File: src/rtl/array_prod.sv
// -----------------------------------------------------------------------------
// array_prod
//   Sequential signed fixed-point dot product, result = sum(vecA[i] * vecB[i]).
//   One multiply-accumulate per clock into a full-precision accumulator.
//   The sum is rescaled to Q(QN).(QM) once, when the result is registered.
//   Used as the output perceptron after the LSTM layer:
//   vecA = output weights, vecB = hidden state.
//
// Build option
//   ARRAY_PROD_SATURATE_EN  defined   : out-of-range results clamp to the
//                                       most negative / most positive value
//                           undefined : out-of-range results wrap
//                                       (two's complement)
//
// Ports
//   clock      in   rising-edge clock
//   reset      in   synchronous, active-low; 0 = clear and hold, 1 = run
//   vecA       in   NUM_ELEM packed elements, element i at [i*BITWIDTH +: BITWIDTH]
//   vecB       in   NUM_ELEM packed elements, same packing
//   dataReady  out  level, high once the result is valid, held until reset
//   result     out  dot product, signed Q(QN).(QM)
//
// state  | meaning
// S_RUN  | one MAC per edge, stepping r_idx through 0 .. NUM_ELEM-1
// S_DONE | accumulation finished; next edge registers result, raises dataReady
// S_HOLD | outputs frozen until reset is asserted
// -----------------------------------------------------------------------------
module array_prod #(
    parameter int NUM_ELEM = 8,
    parameter int QN       = 6,
    parameter int QM       = 11
) (
    input  logic                             clock,
    input  logic                             reset,
    input  logic [NUM_ELEM*(QN+QM+1)-1:0]    vecA,
    input  logic [NUM_ELEM*(QN+QM+1)-1:0]    vecB,
    output logic                             dataReady,
    output logic [QN+QM:0]                   result
);

    localparam int BITWIDTH = QN + QM + 1;
    localparam int CNT_W    = (NUM_ELEM > 1) ? $clog2(NUM_ELEM) : 1;
    localparam int ACC_W    = 2 * BITWIDTH + $clog2(NUM_ELEM);

    typedef enum logic [1:0] {
        S_RUN  = 2'd0,
        S_DONE = 2'd1,
        S_HOLD = 2'd2
    } state_t;

    state_t                     r_state;
    logic [CNT_W-1:0]           r_idx;
    logic signed [ACC_W-1:0]    r_acc;

    logic signed [BITWIDTH-1:0]   w_a;
    logic signed [BITWIDTH-1:0]   w_b;
    logic signed [2*BITWIDTH-1:0] w_prod;
    logic signed [ACC_W-1:0]      w_prod_ext;
    logic [BITWIDTH-1:0]          w_fmt;

    assign w_a        = vecA[int'(r_idx)*BITWIDTH +: BITWIDTH];
    assign w_b        = vecB[int'(r_idx)*BITWIDTH +: BITWIDTH];
    assign w_prod     = w_a * w_b;
    assign w_prod_ext = ACC_W'(w_prod);   // sign-extends: w_prod is signed

`ifdef ARRAY_PROD_SATURATE_EN
    // Bits from the result sign bit upward; in range only if all equal.
    logic [ACC_W-QM-BITWIDTH:0] w_hi;
    assign w_hi = r_acc[ACC_W-1:QM+BITWIDTH-1];
`endif

    // Arithmetic shift right by QM, then keep BITWIDTH bits: that is
    // exactly the slice r_acc[QM +: BITWIDTH] (floor, no rounding).
    always_comb begin
        w_fmt = r_acc[QM +: BITWIDTH];
`ifdef ARRAY_PROD_SATURATE_EN
        if (!(&w_hi) && (|w_hi)) begin
            w_fmt = r_acc[ACC_W-1] ? {1'b1, {(BITWIDTH-1){1'b0}}}
                                   : {1'b0, {(BITWIDTH-1){1'b1}}};
        end
`endif
    end

    always_ff @(posedge clock) begin
        if (!reset) begin
            r_state   <= S_RUN;
            r_idx     <= '0;
            r_acc     <= '0;
            dataReady <= 1'b0;
            result    <= '0;
        end else begin
            case (r_state)
                S_RUN: begin
                    r_acc <= r_acc + w_prod_ext;
                    if (r_idx == CNT_W'(NUM_ELEM - 1)) begin
                        r_idx   <= '0;
                        r_state <= S_DONE;
                    end else begin
                        r_idx <= r_idx + CNT_W'(1);
                    end
                end
                S_DONE: begin
                    result    <= w_fmt;
                    dataReady <= 1'b1;
                    r_state   <= S_HOLD;
                end
                S_HOLD: begin
                    r_state <= S_HOLD;
                end
                default: begin
                    r_state <= S_RUN;
                end
            endcase
        end
    end

endmodule

File: config.mk
export PLATFORM = sky130hd
export DESIGN_NAME = array_prod
export DESIGN_NICKNAME = d
export VERILOG_FILES = /design/src/rtl/array_prod.sv
export SDC_FILE = /design/constraint.sdc
export NUM_CORES = 1
export LEC_CHECK = 0
export CORE_MARGIN = 4
export CORE_UTILIZATION = 59
export DETAILED_ROUTE_END_ITERATION = 16
export PLACE_DENSITY = 0.93
export SYNTH_ARGS = -nofsm -noshare
export SYNTH_HDL_FRONTEND = slang
export SYNTH_SLANG_ARGS = --single-unit
File: constraint.sdc
create_clock -name clock -period 14.5 [get_ports clock]
set_input_delay 2.9 -clock clock [delete_from_list [all_inputs] [get_ports clock]]
set_output_delay 2.9 -clock clock [all_outputs]
set_load 0.005 [all_outputs]
==> results.md <==
* Drt wl/cell at 20.9 um
* CTS Buf Count at 5
* Syn_nets at 2307
* Number of flops mapped to enable cells by yosys at 0
* Pre-antenna DRT Iters at 7
* Synthesis-stage register bit count at 53
* CP Launch Type: primary input
* Fin nets at 2574
* Post-synth ARST share at 0%
* Synth top cells by count: 357 x inv_1, 291 x fa_1, 218 x nor2_1
* Dpl hpwl at 39700 um
* Antenna cell count at 0
* Cell with the most instances after synthesis: inv_1
* Vias in the first global route at 13900
* CTS tree: built
* Area delta synth->final at 23.2%
* Max Cap Viol at 0
* Post-Syn Instances at 1624
* Ratio of cells with drive above 1 in the final layout at 6.50%
* Reg-to-reg critical path endpoint: r_acc[28]$_SDFFE_PN0N_
* Cts repair resizes at 0
* Overflow after GRT at 0
* Top-area cell type share of the netlist area at 38.6%
* R2r setup slk at 5750 ps
* Synth Area per Inst at 9.30 um2
* CP Max Fanout at 18
* Worst-case reg-to-reg path depth at 24
* Top cell type by total area after synthesis: fa_1
* Initial Util at 60.0%
* DIE WIDTH at 168 um
* Min-Delay Startpoint: dataReady$_SDFFE_PN0N_
* Clock tree buffer depth at 2
* H-tree levels at 2
* Final ANT Viol Nets at 0
* Crit path DAT at 10430 ps
* Core area at 25200 um2
* Fmax at 0.0980 GHz
* CTS root buf: clkbuf_16
* Min cycle time layout at 10200 ps
* RSZ-0062 raised after global routing: no
* Status: complete, no violations
* Clk_skew at 7.64 ps
* CTS Hold Buffers Added at 0
* Die area at 28200 um2
* Nature of the critical path endpoint: flop
* Synth warnings at 0
* Initial antenna violation count at 0
* Mapped Area at 15100 um2
* First-pass GRT wire length at 73500 um
* Top cells by area, synth: fa_1 39%, mux4_2 9.1%, inv_1 8.9%
* Largest net degree at the start of global routing at 72
* Setup_tns at 0 ps
* Fin. Hold Viols at 0
* DR iter-0 viols at 1145
* Core Rows at 58
* Slew Viols, Final at 0
* Critical path class: in2reg
* CTS clk-pin slew, worst paths at 70 ps
* Post-route DRC at 0
* Top_reg_cell synth: dfxtp_1
* Setup Buffers After CTS at 0
* Setup-failing EPs final at 0
* Worst hold-check path type: reg2reg
* Hold Path End: dataReady$_SDFFE_PN0N_
* Worst slew pin tran at 1090 ps
* PortBufs at 308
* Die height at 168 um
* Skew-Pair Late Insertion Delay at 300 ps
* CP Data Required Time at 14730 ps
* Vias post-DR at 13100
* Period utilisation layout at 70.4%
* Routed WL at 46500 um
* Hold path depth at 2
* Reg-to-reg startpoint: r_idx[0]$_SDFFE_PN0N_
* Tot GR Track Use at 32.9%
* Routed vias/inst at 5.89
* Final GP Congestion at 0.951
* Slew HR at 27.3%
* Clock sinks at 53
* Register area share after synthesis at 7.03%
* Netlist cell types at 54
* IO Count at 309
## how the worst max path moves through the flow
stage              from                      to  slack, ps
2_1_floorplan  vecB[60]  r_acc[28]$_SDFFE_PN0N_       4920
3_3_place_gp   vecB[54]  r_acc[28]$_SDFFE_PN0N_       4270
3_5_place_dp   vecB[54]  r_acc[28]$_SDFFE_PN0N_       4050
4_1_cts         vecB[0]  r_acc[28]$_SDFFE_PN0N_       4320
5_1_grt        vecB[18]  r_acc[28]$_SDFFE_PN0N_       3990
6_report       vecB[54]  r_acc[28]$_SDFFE_PN0N_       4300
## state kept, by name, indices dropped and copies added, names as in the netlist
name,cells
r_acc,29
r_idx,3
r_state,2
dataReady,1
result,18
## worst max-delay path, cell delays in order
cell and delay, ps:
clkdlybuf4s50_1 410, mux4_2 490, mux2i_1 250, buf_4 320, nand2b_1 250, inv_1 90, fa_1 470, fa_1 530
inv_1 60, fa_1 470, inv_1 50, fa_1 490, fa_1 570, fa_1 440, fa_1 480, ha_1 380
a21o_1 200, a21o_1 170, a21oi_1 150, o21ai_0 140, a221o_1 420, o41ai_1 300, xnor3_1 270, a21oi_1 150
## metal layers
metal / share of wire [%] / track usage (%)
met5: 0 / 0
met4: 4.6 / 13.1
met3: 11 / 8.17
met2: 50 / 55.7
met1: 34 / 40.6
## layout make-up
cell class                      instances  area (um2)
Fill cell                            1632        6590
Clock buffer                            7         133
Multi-Input combinational cell       1141       12400
Tap cell                              330         413
Timing Repair Buffer                  332        3260
Sequential cell                        53        1070
Inverter                              358        1340
Clock inverter                          1        7.51
## per-stage QoR
step	std cells	hold slack, ps	utilization [%]	worst slack (ps)	area (um2)
floorplan	1624	458	-	4920	15100
global placement	2214	450	73.3	4270	18500
CTS	2222	475	73.8	4320	18600
detailed placement	2214	462	73.3	4050	18500
global route	2222	507	73.8	3990	18600
finish	2222	471	73.8	4300	18600
## logic make-up after synthesis
| family | after synthesis | share of synthesized area (%) |
|---|---|---|
| multiplexers | 138 | 14.4 |
| XOR/XNOR | 37 | 2.33 |
| AO/OA/AOI/OAI | 108 | 4.88 |
| flip-flops | 53 | 7.03 |
| buffers and inverters | 430 | 11.1 |
| AND/OR/NAND/NOR | 465 | 13.3 |
| adder cells (fa/ha/maj) | 393 | 47.0 |
## cells in the final DEF, fill, tap and decap left out, types with 4 or more instances in the layout
master	count
a211o_1	7
a21o_1	13
a21oi_1	26
a22oi_1	8
and2_1	15
buf_4	24
clkbuf_16	5
clkdlybuf4s50_1	308
dfxtp_1	51
fa_1	291
ha_1	101
inv_1	357
mux2_2	7
mux2i_1	69
mux4_2	61
nand2_1	139
nand2b_1	34
nand3_1	6
nand3b_1	5
nand4_1	4
nor2_1	218
nor3_1	8
o211ai_1	6
o21a_1	5
o21ai_0	15
o21bai_1	4
o31ai_1	4
or2_2	18
or3_1	11
xnor2_1	28
xor2_1	7
Power is left out: the tool's default activity adds up to more than one toggle a clock period on the data nets, which glitch-free logic cannot reach.
